$ cat config.mk
export PLATFORM = sky130hd
export DESIGN_NAME = bcd_seg_scan_flat
export DESIGN_NICKNAME = d
export VERILOG_FILES = /design/src/rtl/bcd_seg_scan_if.sv /design/src/rtl/bcd_seg_scan.sv /design/src/flat_wrapper.sv
export SDC_FILE = /design/constraint.sdc
export NUM_CORES = 1
export LEC_CHECK = 0
export CORE_ASPECT_RATIO = 1.5
export CORE_MARGIN = 5
export CORE_UTILIZATION = 47
export CTS_CLUSTER_SIZE = 12
export DETAILED_ROUTE_END_ITERATION = 8
export DONT_BUFFER_PORTS = 1
export GPL_TIMING_DRIVEN = 0
export PLACE_DENSITY_LB_ADDON = 0.3
export SLEW_MARGIN = 15
export SYNTH_ARGS = -nofsm -noshare
export SYNTH_HDL_FRONTEND = slang
export SYNTH_SLANG_ARGS = --single-unit
export TNS_END_PERCENT = 20
$ cat constraint.sdc
create_clock -name clk_50m -period 2.1 [get_ports clk_50m]
set_input_delay 0.315 -clock clk_50m [delete_from_list [all_inputs] [get_ports clk_50m]]
set_output_delay 0.315 -clock clk_50m [all_outputs]
set_load 0.01 [all_outputs]
$ cat src/rtl/bcd_seg_scan_if.sv
// bcd_seg_scan_if: BCD value strobe, display enable and multiplexed segment/digit outputs
interface bcd_seg_scan_if;
  logic [15:0] DEC_data;
  logic        HEX2DEC_completed;
  logic        disp_en;
  logic [7:0]  seg;
  logic [3:0]  sel;
  modport master (output DEC_data, HEX2DEC_completed, disp_en, input seg, sel);
  modport slave  (input DEC_data, HEX2DEC_completed, disp_en, output seg, sel);
endinterface

$ cat src/rtl/bcd_seg_scan.sv
// bcd_seg_scan: latches a four-digit BCD value and time-multiplexes it onto a
// common-anode 7-segment display with optional leading-zero blanking
module bcd_seg_scan #(
  parameter int SCAN_DIV = 50000,
  parameter bit BLANK_LZ = 1
) (
  input logic           clk_50m,
  input logic           rst_n,
  bcd_seg_scan_if.slave bus
);
  localparam logic [15:0] DIV_MAX = 16'(SCAN_DIV - 1);
  logic [15:0] div_cnt;
  logic [15:0] disp_reg;
  logic [1:0]  idx;
  logic [3:0]  nib;
  logic [3:0]  zero_up;
  logic        wrap;
  logic        blank;
  logic [7:0]  seg_nxt;
  logic [3:0]  sel_nxt;
  function automatic logic [7:0] enc(input logic [3:0] d);
    case (d)
      4'd0:    enc = 8'hC0;
      4'd1:    enc = 8'hF9;
      4'd2:    enc = 8'hA4;
      4'd3:    enc = 8'hB0;
      4'd4:    enc = 8'h99;
      4'd5:    enc = 8'h92;
      4'd6:    enc = 8'h82;
      4'd7:    enc = 8'hF8;
      4'd8:    enc = 8'h80;
      4'd9:    enc = 8'h90;
      default: enc = 8'hBF;
    endcase
  endfunction
  // zero_up[i] is set when digit i and every digit above it are zero
  always_comb begin
    wrap       = div_cnt == DIV_MAX;
    nib        = disp_reg[{idx, 2'b00} +: 4];
    zero_up[3] = disp_reg[15:12] == 4'd0;
    zero_up[2] = zero_up[3] && disp_reg[11:8] == 4'd0;
    zero_up[1] = zero_up[2] && disp_reg[7:4] == 4'd0;
    zero_up[0] = zero_up[1] && disp_reg[3:0] == 4'd0;
    blank      = BLANK_LZ && idx != 2'd0 && zero_up[idx];
    seg_nxt    = !bus.disp_en || blank ? 8'hFF : enc(nib);
    sel_nxt    = bus.disp_en ? ~(4'b0001 << idx) : 4'hF;
  end
  // divider and index keep running while disabled so scan phase is preserved
  always_ff @(posedge clk_50m) begin
    if (!rst_n) begin
      div_cnt  <= '0;
      idx      <= '0;
      disp_reg <= '0;
      bus.seg  <= 8'hFF;
      bus.sel  <= 4'hF;
    end else begin
      div_cnt  <= wrap ? '0 : div_cnt + 16'd1;
      idx      <= wrap ? idx + 2'd1 : idx;
      disp_reg <= bus.HEX2DEC_completed ? bus.DEC_data : disp_reg;
      bus.seg  <= seg_nxt;
      bus.sel  <= sel_nxt;
    end
  end
endmodule

$ cat src/flat_wrapper.sv
// flat-port wrapper written by rule: the top's interface ports become plain ports
module bcd_seg_scan_flat 
#(
  parameter int SCAN_DIV = 50000,
  parameter bit BLANK_LZ = 1
)
  (clk_50m, rst_n, bus_DEC_data, bus_HEX2DEC_completed, bus_disp_en, bus_seg, bus_sel);
  bcd_seg_scan_if bus_i ();
  input logic clk_50m;
  input logic rst_n;
  input wire logic [$bits(bus_i.DEC_data)-1:0] bus_DEC_data;
  input wire logic [$bits(bus_i.HEX2DEC_completed)-1:0] bus_HEX2DEC_completed;
  input wire logic [$bits(bus_i.disp_en)-1:0] bus_disp_en;
  output wire logic [$bits(bus_i.seg)-1:0] bus_seg;
  output wire logic [$bits(bus_i.sel)-1:0] bus_sel;
  assign bus_i.DEC_data = bus_DEC_data;
  assign bus_i.HEX2DEC_completed = bus_HEX2DEC_completed;
  assign bus_i.disp_en = bus_disp_en;
  assign bus_seg = bus_i.seg;
  assign bus_sel = bus_i.sel;
  bcd_seg_scan #(.SCAN_DIV(SCAN_DIV), .BLANK_LZ(BLANK_LZ)) u_core (.clk_50m(clk_50m), .rst_n(rst_n), .bus(bus_i));
endmodule
==> results of run 1 <==
==> worst max path at each step <==
| stage | slack [ns] | to |
|---|---|---|
| 6_report | 0.07 | u_core.bus.seg[6] |
| 5_1_grt | 0.006 | u_core.bus.seg[6] |
| 4_1_cts | 0.04 | u_core.bus.seg[4] |
| 3_5_place_dp | -0.01 | u_core.bus.seg[6] |
| 3_3_place_gp | 0.04 | u_core.bus.seg[6] |
| 2_1_floorplan | 0.25 | u_core.bus.seg[4] |
==> critical path: cells and delay by family (launching register included) <==
kind / cells / cell delay, ns
compound gates: 2 / 0.60
buf+inv: 1 / 0.15
flops: 1 / 0.53
simple gates: 1 / 0.43
fa+ha+maj: 1 / 0.25
==> final cells by class <==
class / count / share of cell area (%)
tap: 46 / 2.56
inverter: 7 / 1.17
sequential: 45 / 40.1
buffer: 10 / 2.39
clock inverter: 2 / 1.67
clock buffer: 6 / 3.67
multi-input combinational: 144 / 48.4
==> metrics by stage <==
step / instances / setup slack, ns
3_3_place_gp: 253 / 0.0427
3_5_place_dp: 253 / -0.0138
2_1_floorplan: 207 / 0.245
4_1_cts: 260 / 0.0448
6_report: 260 / 0.0678
5_1_grt: 260 / 0.00559
==> layer usage <==
layer  vias to the layer above  share of wire [%]  GRT usage [%]  wire, um
li1                        721                  -              -         -
met1                       674                 36           14.1      1440
met2                        32                 56           26.0      2210
met3                         8                5.4           5.06       212
met4                         0                2.1           5.09        82
met5                         -                  0              0         0
==> power by group through the flow <==
stage	Combinational [mW]	Clock (mW)	Sequential (mW)
finish	0.126	0.679	0.914
global route	0.143	0.749	0.918
CTS	0.128	0.698	0.914
detailed placement	0.127	0	0.934
global placement	0.124	0	0.933
floorplan	0.108	0	0.926
==> placed cells by master, fill, tap and decap left out, drive strengths merged <==
| cell type | n |
|---|---|
| dfxtp | 45 |
| buf | 6 |
| nand4 | 4 |
| nor2b | 19 |
| or3 | 1 |
| nor4bb | 1 |
| conb | 1 |
| and3b | 1 |
| nor4 | 4 |
| a2111o | 1 |
| a21oi | 4 |
| clkinvlp | 1 |
| and4 | 5 |
| o211ai | 2 |
| nand2b | 1 |
| nand2 | 7 |
| xnor2 | 3 |
| o31ai | 2 |
| nor2 | 19 |
| ha | 10 |
| nand3b | 1 |
| nand3 | 10 |
| inv | 7 |
| mux4 | 4 |
| or4 | 2 |
| or3b | 1 |
| o21bai | 1 |
| mux2 | 1 |
| mux2i | 17 |
| o21ai | 6 |
| clkbuf | 10 |
| and2 | 6 |
| xor2 | 10 |
| bufinv | 1 |
==> timing repair <==
item / 4_1_cts / 5_1_grt
buffers inserted: 0 / 0
endpoints found under the setup margin: 7 / 1
gates resized for setup: 0 / 1
cloned: 0 / 0
hold endpoints to repair: 0 / 0
==> cell families after synthesis <==
kind of cell               Yosys count  synth area share (%)
buffers and inverters               18                  4.04
muxes                               22                  13.3
adders and majority gates           10                  6.04
DFF                                 45                  43.5
other                                1                 0.181
AOI/OAI and AO/OA                   16                  4.95
and+or+nand+nor                     82                  22.6
xor gates and xnor gates            13                  5.49
==> impl_metrics.toml, run 1 <==
[status]
outcome = "finished, final reports clean"

[power_and_ir_drop]
power.switching_uw = 384
powerDensity_nw_per_um2 = 765
power_leakage_nw = 0.876
p_int_mw = 1.34
ir_worst_vdd_mv = 0.598
seq_power_share_pct = 53.2
pwr-share-clk_pct = 39.5
switching_share_pct = 22.3
finalPower_mw = 1.72
comb_power_share_pct = 7.3

[layout]
multiInputGateArea_um2 = 1090
diodes = 0
drive_gt1_share_pct = 10.7
design_area_um2 = 2250
seq_area_um2 = 902
fin_util_pct = 53.0
fill_cells = 399
syn2layout_area_growth_pct = 8.45
nNetsFinal = 243

[floorplanning]
core-area_um2 = 4250
row_count = 29
die_area_um2 = 5870
start_util_pct = 48.8
fp.dieH_um = 91.3
die_w_um = 64.2
io_pins = 32

[synth]
syn_inst = 207
syn_area_per_cell_um2 = 10.0
ys.flop_type = "dfxtp_1"
yosys-top-cells-count = "dfxtp_1, nor2_1, nor2b_1, mux2i_1"
ys_types = 36
synth.area.top_cells = "dfxtp_1, mux2i_1, ha_1"
yosysWarnings = 0
synth_seq_cells = 45
netlist_area_um2 = 2070
seq_area_frac_synth_pct = 43.5
synth_fp_nets = 237
synth_edf_count = 0
yosysMostFrequentCell = "dfxtp_1"
synth_top_cell_by_area = "dfxtp_1"
synth_top_area_share_pct = 43.5
postSynth.asyncResetShare_pct = 0

[setup_path]
worstRegToRegCells = 5
critPathSlowestCell = "dfxtp_1"
crit_type = "reg -> reg"
critPathLaunch = "u_core.idx[1]"
arrival_ns = 2.25
critPathMaxStageDelay_ns = 0.53
worst_r2r_startpoint = "u_core.idx[1]"
ff2ff_setup_slack_ns = 0.07
cp-end-kind = "register"
path_cells = "inv_1 -> ha_1 -> or4_1 -> a2111o_1 -> o211ai_1"
reg2reg_to = "u_core.bus.seg[6]"
cp-start-kind = "register"
cp_max_fo = 9
required_ns = 2.32

[run]
cap_viol_max_count = 0

[routing]
drt_iter0_markers = 40
drc = 0
dr.pass1.iters = 4
postRouteAntennaNets = 0
vias_per_cell = 5.52
vias = 1435
wirelength_um = 3940
detail_route.wl_per_cell_um = 15.2

[clock_tree]
cts-htree-levels = 2
cts_buffer_depth = 2
clock_sinks = 45
cts.clk_slew.worst_paths_ns = 0.09
numCtsBuffers = 5
cts-root-buf = "clkbuf_8"
clk-insertion-delay-late_ns = 0.29
tritoncts = "built"
cts_hold_buf = 0

[grt]
grt_pass1_vias = 1363
grt-ovfl-total = 0
grt_pass1_wl_um = 6530
antenna_found_initial = 0
grtUsageTotal_pct = 14.1
grt_max_degree = 15

[hold_path]
hold_start = "bus_DEC_data[5]"
hold-path-cell-count = 2
hold_end = "u_core.disp_reg[5]"
hold_path.class = "in -> reg"

[placement]
port-buffer-count = 0
gp_congestion = 0.848
dpl.hpwl_um = 3000
placed_area_um2 = 2130

[sta]
setup_viol = 0
fin_tns_setup_ns = 0
timing.fmax_mhz = 492
rsz0062_at_grt = "no"
hold_viol_final = 0
finalMaxSlewViolations = 0
period_share_pct = 96.8
hold_slack_ns = 0.191
finalClockSkew_ns = 0.00882
fin_crit_ns = 2.03
Note: power is estimated with default switching activity, not from simulation.
==> run 2, diff against run 1 <==
--- a/config.mk
+++ b/config.mk
@@ -12,7 +12,6 @@
 export DETAILED_ROUTE_END_ITERATION = 8
 export DONT_BUFFER_PORTS = 1
 export GPL_TIMING_DRIVEN = 0
-export PLACE_DENSITY_LB_ADDON = 0.3
 export SLEW_MARGIN = 15
 export SYNTH_ARGS = -nofsm -noshare
 export SYNTH_HDL_FRONTEND = slang
==> run 2 against run 1 <==
Effect of this change: final area shrank 1.7%; sequential cell count is the same; die area is the same; first-iteration DRC count grew 30%; global-route usage up 0.44 points; non-clock buffer count increased by 1; utilization down 0.88 points; sequential power hardly changed; sequential share of layout area increased by 0.62 points; register-to-register slack better by 0.03 ns; hold slack worse by 0.0025 ns.
==> impl_metrics.toml, run 2 (same netlist as run 1, synthesis figures left out) <==
[grt]
grt_pass1_wl_um = 6760
grt_max_degree = 13
grtUsageTotal_pct = 14.5
grt-ovfl-total = 0
antenna_found_initial = 0
grt_pass1_vias = 1491

[routing]
vias_per_cell = 5.58
drc = 0
vias = 1444
detail_route.wl_per_cell_um = 15.7
drt_iter0_markers = 52
wirelength_um = 4080
dr.pass1.iters = 4
postRouteAntennaNets = 0

[sta]
fin_tns_setup_ns = 0
finalClockSkew_ns = 0.00830
hold_slack_ns = 0.189
timing.fmax_mhz = 498
setup_viol = 0
hold_viol_final = 0
fin_crit_ns = 2.01
period_share_pct = 95.6
finalMaxSlewViolations = 0
rsz0062_at_grt = "no"

[layout]
design_area_um2 = 2210
diodes = 0
layout_common_cells = "dfxtp_1, nor2_1, nor2b_1"
fill_cells = 405
syn2layout_area_growth_pct = 6.64
drive_gt1_share_pct = 10.8
final_common_cell = "dfxtp_1"
nNetsFinal = 244

[floorplanning]
die_area_um2 = 5870
fp.dieH_um = 91.3
io_pins = 32
start_util_pct = 48.8
core-area_um2 = 4250
row_count = 29
die_w_um = 64.2

[hold_path]
hold_path.class = "in -> reg"
hold-path-cell-count = 2

[setup_path]
cp-start-kind = "register"
required_ns = 2.26
cp-end-kind = "register"
crit_type = "reg -> reg"
arrival_ns = 2.17
worstRegToRegCells = 7
cp_max_fo = 7

[power_and_ir_drop]
power_leakage_nw = 0.863
powerDensity_nw_per_um2 = 694
ir_worst_vdd_mv = 0.583

[run]
cap_viol_max_count = 0

[clock_tree]
cts.clk_slew.worst_paths_ns = 0.08
cts-root-buf = "clkbuf_8"
cts-htree-levels = 2
numCtsBuffers = 5
cts_buffer_depth = 2
clock_sinks = 45
tritoncts = "built"
clk-insertion-delay-late_ns = 0.29

[placement]
dpl.hpwl_um = 3210
port-buffer-count = 0
placed_area_um2 = 2130
gp_congestion = 0.852

[status]
outcome = "finished, final reports clean"
==> run 2: cell count changes in the layout (fill, tap and decap cells not counted) <==
cell,previous run,this run
inv_1,7,6
clkinvlp_4,1,0
dfxtp_2,1,0
clkbuf_8,6,5
bufinv_16,1,0
inv_2,0,1
buf_4,1,2
nand2b_1,1,0
clkinv_2,0,1
dfxtp_1,44,45
nand2b_2,0,1
==> run 2: metal layers <==
layer | track usage [%] | vias to the layer above | part of all wire [%]
met2 | 27.3 | 27 | 56
met4 | 6.96 | 0 | 1.9
met1 | 13.6 | 692 | 36
li1 | - | 719 | -
met5 | 0 | - | 0
met3 | 4.69 | 6 | 5.4
==> run 2: timing repair <==
item	in CTS	in global routing
hold buffers	0	0
buffers inserted	0	1
setup endpoints to repair	2	9
endpoints found under the hold margin	0	0
gates resized for setup	0	2
==> run 2: through the flow <==
step           cells  power (mW)  util (%)  worst slack [ns]
2_1_floorplan    207        1.03         -             0.245
3_3_place_gp     253        1.06      50.2            0.0266
3_5_place_dp     253        1.07      50.2           0.00938
4_1_cts          258        1.55      51.8            0.0901
5_1_grt          259        1.61      52.1            0.0136
6_report         259        1.53      52.1            0.0930
==> run 2: worst max-delay path, stage by stage, from the launching register on <==
cell and delay (ns):
dfxtp_1 0.39, buf_6 0.16, mux4_2 0.57, buf_4 0.16
ha_1 0.16, and2_1 0.14, o31ai_1 0.20, nand3_1 0.10
==> run 2: path summary, 6_finish.rpt <==
| check | endpoint | slack (ns) | from |
|---|---|---|---|
| max | u_core.bus.seg[5] | 0.09 | u_core.idx[0] |
| min | u_core.disp_reg[2] | 0.19 | bus_DEC_data[2] |
| max reg2reg | u_core.bus.seg[5] | 0.09 | u_core.idx[0] |
| min reg2reg | u_core.div_cnt[0] | 0.49 | u_core.div_cnt[0] |
==> run 2: final cells by class <==
cell class | instances | area, um2 | share of cell area (%)
buffer | 10 | 53.8 | 2.43
tap | 46 | 57.6 | 2.60
inverter | 7 | 26.3 | 1.19
multi-input combinational | 144 | 1090 | 49.3
clock buffer | 5 | 68.8 | 3.11
sequential | 45 | 901 | 40.7
timing repair buffer | 1 | 7.51 | 0.340
clock inverter | 1 | 5.00 | 0.226
==> run 2: where the power goes <==
| part | switching [mW] | internal, mW |
|---|---|---|
| registers | 0.0287 | 0.886 |
| logic | 0.0668 | 0.0645 |
| clock network | 0.268 | 0.219 |
